### src/rtl/peripheral_dsa_pkg.sv
// Shared constants for the DSA peripheral blocks.
//   DSA_DATA_SIZE : default operand/result width for the modular-arithmetic units.
package peripheral_dsa_pkg;
    localparam int DSA_DATA_SIZE = 32;
endpackage

### src/rtl/peripheral_dsa_modular_multiplier_arbiter.sv
// Round-robin arbiter that lets NUM_REQ requesters share one modular multiplier.
// One transaction at a time: grant -> launch -> wait for result (or timeout) ->
// hold the response until the grantee accepts it.
//
// Ports
//   CLK, RST                    clock, async active-low reset
//   REQ_VALID/REQ_READY         per-requester request, one-hot accept pulse
//   REQ_MODULO/DATA_A/DATA_B    flattened operands, requester i at [i*DATA_SIZE +: DATA_SIZE]
//   RSP_VALID/RSP_READY         per-requester response handshake
//   RSP_DATA, RSP_ERROR         shared result; RSP_ERROR marks a timeout (data = 0)
//   MUL_START, MUL_*            multiplier launch pulse and operands
//   MUL_READY, MUL_DATA_OUT     multiplier done flag and result
//   BUSY, GRANT_ID              transaction in flight, current/last grantee
module peripheral_dsa_modular_multiplier_arbiter #(
    parameter int DATA_SIZE = peripheral_dsa_pkg::DSA_DATA_SIZE,
    parameter int NUM_REQ   = 4,
    parameter int TIMEOUT   = 1024
) (
    input  logic                           CLK,
    input  logic                           RST,
    input  logic [NUM_REQ-1:0]             REQ_VALID,
    input  logic [NUM_REQ*DATA_SIZE-1:0]   REQ_MODULO,
    input  logic [NUM_REQ*DATA_SIZE-1:0]   REQ_DATA_A,
    input  logic [NUM_REQ*DATA_SIZE-1:0]   REQ_DATA_B,
    output logic [NUM_REQ-1:0]             REQ_READY,
    output logic [NUM_REQ-1:0]             RSP_VALID,
    input  logic [NUM_REQ-1:0]             RSP_READY,
    output logic [DATA_SIZE-1:0]           RSP_DATA,
    output logic                           RSP_ERROR,
    output logic                           MUL_START,
    output logic [DATA_SIZE-1:0]           MUL_MODULO,
    output logic [DATA_SIZE-1:0]           MUL_DATA_A,
    output logic [DATA_SIZE-1:0]           MUL_DATA_B,
    input  logic                           MUL_READY,
    input  logic [DATA_SIZE-1:0]           MUL_DATA_OUT,
    output logic                           BUSY,
    output logic [$clog2(NUM_REQ)-1:0]     GRANT_ID
);

    localparam int IDW = $clog2(NUM_REQ);
    localparam int CW  = $clog2(TIMEOUT);

    typedef enum logic [1:0] {S_IDLE, S_LAUNCH, S_WAIT, S_RESPOND} state_t;

    state_t             state, state_nxt;
    logic [IDW-1:0]     last_grant;
    logic [IDW-1:0]     grant_sel;
    logic [IDW-1:0]     rr_idx;
    logic               req_found;
    logic               seen_low;
    logic [CW-1:0]      wait_cnt;
    logic               mul_done;
    logic               timed_out;

    logic [DATA_SIZE-1:0] req_mod [NUM_REQ];
    logic [DATA_SIZE-1:0] req_a   [NUM_REQ];
    logic [DATA_SIZE-1:0] req_b   [NUM_REQ];

    for (genvar i = 0; i < NUM_REQ; i++) begin : g_unpack
        assign req_mod[i] = REQ_MODULO[i*DATA_SIZE +: DATA_SIZE];
        assign req_a[i]   = REQ_DATA_A[i*DATA_SIZE +: DATA_SIZE];
        assign req_b[i]   = REQ_DATA_B[i*DATA_SIZE +: DATA_SIZE];
    end

    // Round-robin search starting one past the previous grantee.
    always_comb begin
        req_found = 1'b0;
        grant_sel = '0;
        rr_idx    = '0;
        for (int k = 0; k < NUM_REQ; k++) begin
            rr_idx = IDW'((int'(last_grant) + 1 + k) % NUM_REQ);
            if (!req_found && REQ_VALID[rr_idx]) begin
                req_found = 1'b1;
                grant_sel = rr_idx;
            end
        end
    end

    // A READY level left over from the previous operation must not count:
    // completion needs a low sample first.
    assign mul_done  = MUL_READY && seen_low;
    assign timed_out = (wait_cnt == CW'(TIMEOUT - 1));
    assign BUSY      = (state != S_IDLE);

    always_comb begin
        state_nxt = state;
        REQ_READY = '0;
        MUL_START = 1'b0;
        RSP_VALID = '0;
        case (state)
            S_IDLE: begin
                // Accept pulse is combinational; masked while reset is asserted.
                if (req_found && RST) begin
                    REQ_READY[grant_sel] = 1'b1;
                    state_nxt            = S_LAUNCH;
                end
            end
            S_LAUNCH: begin
                MUL_START = 1'b1;
                state_nxt = S_WAIT;
            end
            S_WAIT: begin
                if (mul_done || timed_out) state_nxt = S_RESPOND;
            end
            S_RESPOND: begin
                RSP_VALID[GRANT_ID] = 1'b1;
                if (RSP_READY[GRANT_ID]) state_nxt = S_IDLE;
            end
            default: state_nxt = S_IDLE;
        endcase
    end

    always_ff @(posedge CLK or negedge RST) begin
        if (!RST) begin
            state      <= S_IDLE;
            last_grant <= IDW'(NUM_REQ - 1);
            GRANT_ID   <= '0;
            MUL_MODULO <= '0;
            MUL_DATA_A <= '0;
            MUL_DATA_B <= '0;
            RSP_DATA   <= '0;
            RSP_ERROR  <= 1'b0;
            seen_low   <= 1'b0;
            wait_cnt   <= '0;
        end else begin
            state <= state_nxt;
            case (state)
                S_IDLE: begin
                    if (req_found) begin
                        GRANT_ID   <= grant_sel;
                        MUL_MODULO <= req_mod[grant_sel];
                        MUL_DATA_A <= req_a[grant_sel];
                        MUL_DATA_B <= req_b[grant_sel];
                    end
                end
                S_LAUNCH: begin
                    seen_low <= 1'b0;
                    wait_cnt <= '0;
                end
                S_WAIT: begin
                    // Completion wins over a timeout landing in the same cycle.
                    if (mul_done) begin
                        RSP_DATA  <= MUL_DATA_OUT;
                        RSP_ERROR <= 1'b0;
                    end else if (timed_out) begin
                        RSP_DATA  <= '0;
                        RSP_ERROR <= 1'b1;
                    end else begin
                        wait_cnt <= wait_cnt + 1'b1;
                        if (!MUL_READY) seen_low <= 1'b1;
                    end
                end
                S_RESPOND: begin
                    if (RSP_READY[GRANT_ID]) last_grant <= GRANT_ID;
                end
                default: ;
            endcase
        end
    end

endmodule
### config.mk
export PLATFORM = sky130hd
export DESIGN_NAME = peripheral_dsa_modular_multiplier_arbiter
export DESIGN_NICKNAME = d
export VERILOG_FILES = /design/src/rtl/peripheral_dsa_pkg.sv /design/src/rtl/peripheral_dsa_modular_multiplier_arbiter.sv
export SDC_FILE = /design/constraint.sdc
export NUM_CORES = 1
export LEC_CHECK = 0
export CAP_MARGIN = 20
export CORE_AREA = 2 2 221 223
export DETAILED_ROUTE_END_ITERATION = 8
export DIE_AREA = 0 0 223 225
export GPL_TIMING_DRIVEN = 1
export PLACE_DENSITY = 0.56
export SETUP_SLACK_MARGIN = 0.3
export SYNTH_ARGS = -nofsm -noshare
export SYNTH_HDL_FRONTEND = slang
export SYNTH_SLANG_ARGS = --single-unit
### constraint.sdc
create_clock -name CLK -period 4.49 [get_ports CLK]
set_input_delay 1.1225 -clock CLK [delete_from_list [all_inputs] [get_ports CLK]]
set_output_delay 1.1225 -clock CLK [all_outputs]
set_load 0.02 [all_outputs]
Word-level counts from Yosys, hierarchy flattened
Index checks and enable logic that the tools add are counted.

Register bits after elaboration: 146. Input port bits: 427. Output and inout bits: 141. Word-level logic and storage cells: 106.

Reduce and logical (&&, ||, !) cells: 21. Bitwise logic cells: 1. $add $sub $neg: 5. Eq/ne operators: 10. Magnitude comparators: 9. Muxes and demuxes: 50.

Operator list (count): 32-bit two-way mux (8); 32-bit binary-select mux with 2-bit select (3); 10-bit two-way mux (2); 10-bit one-hot mux with 2 select lines (1); 2-bit by 3-bit less-than comparator with 1-bit output, second input constant (6); 1-bit two-way mux (17); 2-bit two-way mux (7); 4-bit two-way mux (3); 2-bit inequality test, second input constant (6); 10-bit by 1-bit adder with 10-bit output, second input constant (1); 1-bit binary-select mux with 2-bit select (5); 10-bit equality test, second input constant (1); 2-bit one-hot mux with 4 select lines (1); 1-bit logical AND (7); 2-bit adder, second input constant (3); 2-bit AND reduction (3); 3-bit AND reduction (2); 2-bit nonzero test (3); 1-bit demux with 2-bit select (2); 2-bit equality test, second input constant (2); 2-bit by 1-bit greater-or-equal comparator with 1-bit output, second input constant (2); 4-bit AND reduction (1); 3-bit greater-or-equal comparator, second input constant (1); 1-bit zero test (3); 6 further kinds (6).

Logic depth before layout (Yosys ltp)
Gate-level depths: netlist of the first run.

Depth after elaboration: 19. Mapped depth: 9.

Worst setup path after synthesis of the first run
No wires, ideal clock.

Path type: input-to-output. Start: input port REQ_VALID[3]. End: output port REQ_READY[0]. Stages on the path: 6. Buffers on the path: 2. Data arrival time: 2.519 ns. Setup slack: 0.848 ns. Cells stage by stage: nor2b_1 -> o21ai_2 -> clkbuf_1 -> clkbuf_1 -> nand3_1 -> nor2_1.

Cells in the longest elaborated chain, start to end: 18. Elaborated cells between the ends (all ways): 30.

Ends and longest elaborated chain: start, declared (RTL line peripheral_dsa_modular_multiplier_arbiter.sv:21) `input logic [NUM_REQ-1:0] REQ_VALID,`; 1-bit binary-select mux with 2-bit select (RTL line peripheral_dsa_modular_multiplier_arbiter.sv:72) `if (!req_found && REQ_VALID[rr_idx]) begin`; 1-bit two-way mux (not written as such) (RTL line peripheral_dsa_modular_multiplier_arbiter.sv:72); 1-bit two-way mux (RTL line peripheral_dsa_modular_multiplier_arbiter.sv:72); 1-bit zero test (RTL line peripheral_dsa_modular_multiplier_arbiter.sv:72); 1-bit logical AND (RTL line peripheral_dsa_modular_multiplier_arbiter.sv:72); 1-bit two-way mux (RTL line peripheral_dsa_modular_multiplier_arbiter.sv:72); 1-bit zero test (RTL line peripheral_dsa_modular_multiplier_arbiter.sv:72); 1-bit logical AND (RTL line peripheral_dsa_modular_multiplier_arbiter.sv:72); (+2 left out); 1-bit logical AND (RTL line peripheral_dsa_modular_multiplier_arbiter.sv:72); 2-bit two-way mux (RTL line peripheral_dsa_modular_multiplier_arbiter.sv:72); 2-bit by 3-bit less-than comparator with 1-bit output (not written as such) / 2-bit by 1-bit greater-or-equal comparator with 1-bit output (equally long branches) (RTL line peripheral_dsa_modular_multiplier_arbiter.sv:94) `REQ_READY[grant_sel] = 1'b1;`; 1-bit logical AND (not written as such) (RTL line peripheral_dsa_modular_multiplier_arbiter.sv:94); 1-bit two-way mux (not written as such) (RTL line peripheral_dsa_modular_multiplier_arbiter.sv:94); 1-bit demux with 2-bit select (RTL line peripheral_dsa_modular_multiplier_arbiter.sv:94); 4-bit two-way mux * (RTL line peripheral_dsa_modular_multiplier_arbiter.sv:93) `if (req_found && RST) begin`; 4-bit two-way mux * (RTL line peripheral_dsa_modular_multiplier_arbiter.sv:90) `case (state)`; end, declared (RTL line peripheral_dsa_modular_multiplier_arbiter.sv:25) `output logic [NUM_REQ-1:0] REQ_READY,`.

Mark *: on every way between the ends. The rest lies on a longest branch, timed or not. The select of a mux whose other input is x is not followed.

Worst setup path after layout of the first run
Start: input port REQ_VALID[3]. End: output port REQ_READY[3].

The elaborated chain is that of the path after synthesis.

==> results of run 1 <==
-- worst max-delay path by stage --
stage	to	slack, ns	depth (start not counted)
after floorplan	REQ_READY[0]	0.85	6
after global placement	REQ_READY[0]	0.16	7
after detailed placement	REQ_READY[0]	0.13	7
after CTS	REQ_READY[3]	0.44	8
after global routing	REQ_READY[2]	0.34	7
final	REQ_READY[3]	0.44	8
-- synthesized netlist by cell type --
cell / instances
sky130_fd_sc_hd__a221o_1: 1
sky130_fd_sc_hd__ha_1: 5
sky130_fd_sc_hd__a21oi_1: 8
sky130_fd_sc_hd__buf_1: 3
sky130_fd_sc_hd__and3_1: 7
sky130_fd_sc_hd__nand3_1: 8
sky130_fd_sc_hd__dfstp_2: 2
sky130_fd_sc_hd__buf_4: 4
sky130_fd_sc_hd__mux4_2: 1
sky130_fd_sc_hd__buf_2: 18
sky130_fd_sc_hd__nand2_1: 9
sky130_fd_sc_hd__buf_6: 7
sky130_fd_sc_hd__nor3b_1: 1
sky130_fd_sc_hd__mux2i_1: 98
sky130_fd_sc_hd__mux2_2: 3
sky130_fd_sc_hd__a31oi_1: 97
sky130_fd_sc_hd__nand4_1: 4
sky130_fd_sc_hd__nor2b_1: 2
sky130_fd_sc_hd__o31ai_1: 1
sky130_fd_sc_hd__and3b_1: 1
sky130_fd_sc_hd__o21ai_1: 1
sky130_fd_sc_hd__nor3_1: 2
sky130_fd_sc_hd__a22o_1: 32
sky130_fd_sc_hd__o21ai_0: 12
sky130_fd_sc_hd__and4_1: 4
sky130_fd_sc_hd__and2_1: 2
sky130_fd_sc_hd__a41oi_1: 2
sky130_fd_sc_hd__o221ai_1: 1
sky130_fd_sc_hd__inv_1: 105
sky130_fd_sc_hd__a211oi_1: 193
sky130_fd_sc_hd__nor2_1: 108
sky130_fd_sc_hd__xnor2_1: 1
sky130_fd_sc_hd__nor4_1: 2
sky130_fd_sc_hd__a21o_1: 3
sky130_fd_sc_hd__nand2b_1: 4
sky130_fd_sc_hd__o21ai_2: 1
sky130_fd_sc_hd__dfrtp_1: 144
sky130_fd_sc_hd__clkbuf_1: 61
sky130_fd_sc_hd__or2_2: 1
-- through the flow --
step	instances	power (mW)	instance area (µm²)
detailed placement	2071	7.62	15100
finish	2105	9.02	15700
global placement	2071	7.57	15100
CTS	2103	9.13	15600
floorplan	959	5.17	8790
global route	2105	9.57	15700
-- power by group --
part / internal, mW / total (mW) / leakage (nW) / switching (mW)
Clock: 0.799 / 1.45 / 0.275 / 0.654
Sequential: 1.95 / 2.34 / 1.68 / 0.394
Combinational: 2.32 / 5.23 / 4.40 / 2.90
Total: 5.07 / 9.02 / 6.36 / 3.95
-- per-layer routing --
metal  vias up  GRT usage  share of wire
met5         -          0        0.00031
met4         2     0.0574          0.023
met1      4683      0.196           0.40
met2       396      0.283           0.50
met3        52     0.0537          0.071
li1       4585          -              -
-- registers in the layout, summed over array words and instances, names as in the netlist --
register and count:
MUL_DATA_A 32, RSP_ERROR 1, GRANT_ID 2, RSP_DATA 32
state 2, wait_cnt 10, seen_low 1, MUL_MODULO 32
MUL_DATA_B 32, last_grant 2
-- critical path: stages --
cell and delay [ns]:
sky130_fd_sc_hd__clkdlybuf4s50_1 0.44, sky130_fd_sc_hd__buf_4 0.17, sky130_fd_sc_hd__nor4_1 0.25, sky130_fd_sc_hd__buf_4 0.18, sky130_fd_sc_hd__nand2b_1 0.22, sky130_fd_sc_hd__nor2_4 0.05, sky130_fd_sc_hd__and3_1 0.18, sky130_fd_sc_hd__dlygate4sd2_1 0.32
-- cell families (layout without fill, tap and decap cells) --
logic type                 count (synthesis)  count (layout)  share of synthesized area
DFF                                      146             146                      0.416
AOI/OAI and AO/OA                        352             352                      0.286
and+or+nand+nor                          155             155                     0.0771
other                                      0               2                          0
adders and majority gates                  5               5                    0.00712
xor gates and xnor gates                   1               1                   0.000996
muxes                                    102             102                      0.118
buffers and inverters                    198             727                     0.0948
-- final cells by class --
cell class              instances  area share
repair buffers                590       0.376
multi-input cells             615       0.279
flip-flops and latches        146       0.234
well taps                     615      0.0492
clock buffers                  20      0.0292
inverters                     105      0.0252
clock inverters                12     0.00759
diodes                          2    0.000320
-- what timing repair did --
item | in CTS | in global routing
endpoints found under the setup margin | 4 | 0
resized for setup | 5 | 0
hold buffers | 0 | 0
==> PnR_summary.wiki, run 1 <==
{| class="wikitable"
! Metric !! Value
|-
| Clk Tree Root Cell || sky130_fd_sc_hd__clkbuf_16
|-
| Synth top area share || 0.410
|-
| Detailed-route via count || 9718
|-
| Worst Max-Slew Pin Slew || 0.795 ns
|-
| Utilization of the core after routing || 0.329
|-
| Highest attainable clock frequency || 247 MHz
|-
| Hold Crit Start || RSP_DATA[3]
|-
| Number of nets in the synthesized netlist || 1391
|-
| Critical path capture point type || primary output
|-
| Fraction of layout instances using a drive strength above 1 || 0.0477
|-
| Clock slew at the register clock pins of the worst setup and hold paths || 0.06 ns
|-
| Number of buffers inserted by port buffering || about 570
|-
| Path type of the worst setup path || input pin to primary output
|-
| Synth warnings || 0
|-
| Number of setup buffers added after CTS || 0
|-
| Accumulated negative setup slack || 0 ns
|-
| Synthesized cell area || 8790 µm²
|-
| Capturing point of the worst reg2reg path || MUL_MODULO[0]
|-
| Core footprint || 47500 µm²
|-
| Type of origin of the critical path || input pin
|-
| Setup slack, reg-to-reg || 1.58 ns
|-
| WP data required || 3.37 ns
|-
| Die X || 223 µm
|-
| Number of iterations in the first detailed-routing pass || 5
|-
| Largest area contributor in the synthesized netlist || sky130_fd_sc_hd__dfrtp_1
|-
| Post-route ant nets || 0
|-
| Source of the worst register-to-register timing path || last_grant[0]
|-
| Setup repair after global routing missed its margin || no
|-
| Hold Fails Final Rpt || 0
|-
| Largest cells by area after synthesis || sky130_fd_sc_hd__dfrtp_1 41%, sky130_fd_sc_hd__a211oi_1 16%, sky130_fd_sc_hd__mux2i_1 11%
|-
| CP Launch Point || REQ_VALID[3]
|-
| Area enclosed by the die boundary || 50200 µm²
|-
| Clock tree from TritonCTS || yes
|-
| Area occupied by multi-input gates || 4370 µm²
|-
| Final setup violating endpoints || 0
|-
| Final weighted congestion in routability-driven placement || 0.865
|-
| Global routing usage summed across all routing layers || 0.166
|-
| Worst Hold Path EP || RSP_DATA[3]
|-
| Sequential cell area in the final layout || 3660 µm²
|-
| Most common cell after layout, fill and taps aside || sky130_fd_sc_hd__clkdlybuf4s50_1
|-
| P per Cell Area || 576 nW/µm²
|-
| HPWL reported at the end of detailed placement || 31.5 mm
|-
| Arrival time of data at the critical path endpoint || 2.93 ns
|-
| Worst hold-check path type || flip-flop to flip-flop
|-
| Largest net degree at the start of global routing || roughly 110
|-
| Row Count || 80
|-
| Outcome || finished, final reports clean
|-
| Global route overflow || 0
|-
| Commonest non-fill, non-tap cells in the layout || 562 x sky130_fd_sc_hd__clkdlybuf4s50_1, 193 x sky130_fd_sc_hd__a211oi_1, 144 x sky130_fd_sc_hd__dfrtp_1
|-
| Vias per inst || about 4.6
|-
| Static power due to leakage || 6.36 nW
|-
| Period Utilization, post-route || 0.903
|-
| Worst hold stages || 1
|-
| Worst Reg2Reg Path Length in Cells || 7
|-
| Top-level I/O count || 568
|-
| Number of pins exceeding their max-slew limit in the final report || 0
|-
| Height of the die || 225 µm
|-
| Effective utilization at floorplan || 0.185
|-
| Worst rel slew slack || 0.470
|-
| # H-tree levels || 4
|-
| Number of global-route vias before repair || 10100
|-
| Number of distinct library cells after synthesis || 39
|-
| PnR worst setup slack || 0.435 ns
|-
| Wirelength per Cell || 20.2 µm
|-
| Final hold slack || 0.499 ns
|-
| Wire length of the first global-routing pass || about 63 mm
|-
| Part of the Yosys area used for sequential elements || 0.416
|-
| Antenna violations before repair || 4
|-
| Worst-case setup slack after placement || ~0.13 ns
|-
| Post-layout net count || ~1900
|-
| Worst-path maximum fanout || 4
|-
| Maximum clock insertion buffer count || 2
|-
| Skew-Pair Late Insertion Delay || approximately 0.48 ns
|-
| WL final || 42.5 mm
|-
| Post-route clock skew || 0.0129 ns
|-
| Clock sink count || ~150
|-
| CTS Buf Count || 17
|-
| DR DRC count || 0
|-
| Number of standard cells after synthesis || roughly 960
|-
| Max VDD drop || around 0.00049 V
|-
| Fill count || 4944
|-
| First-iteration detailed-routing DRC count || 480
|-
| Post-synthesis to final-layout area growth || 78.0%
|-
| Mean Syn Cell Area || approximately 9.2 µm²
|-
| Final period demand of the worst path || 4.05 ns
|-
| Number of max-cap violations || 0
|-
| Number of storage elements in the synthesis netlist || between 100 and 150
|}
Note: power is estimated with default switching activity, not from simulation.
==> run 2: changes to the inputs <==
- GPL_ROUTABILITY_DRIVEN: not set -> 1
==> results of run 2 <==
No change in the layout: final DEF, timing and power equal those of run 1.
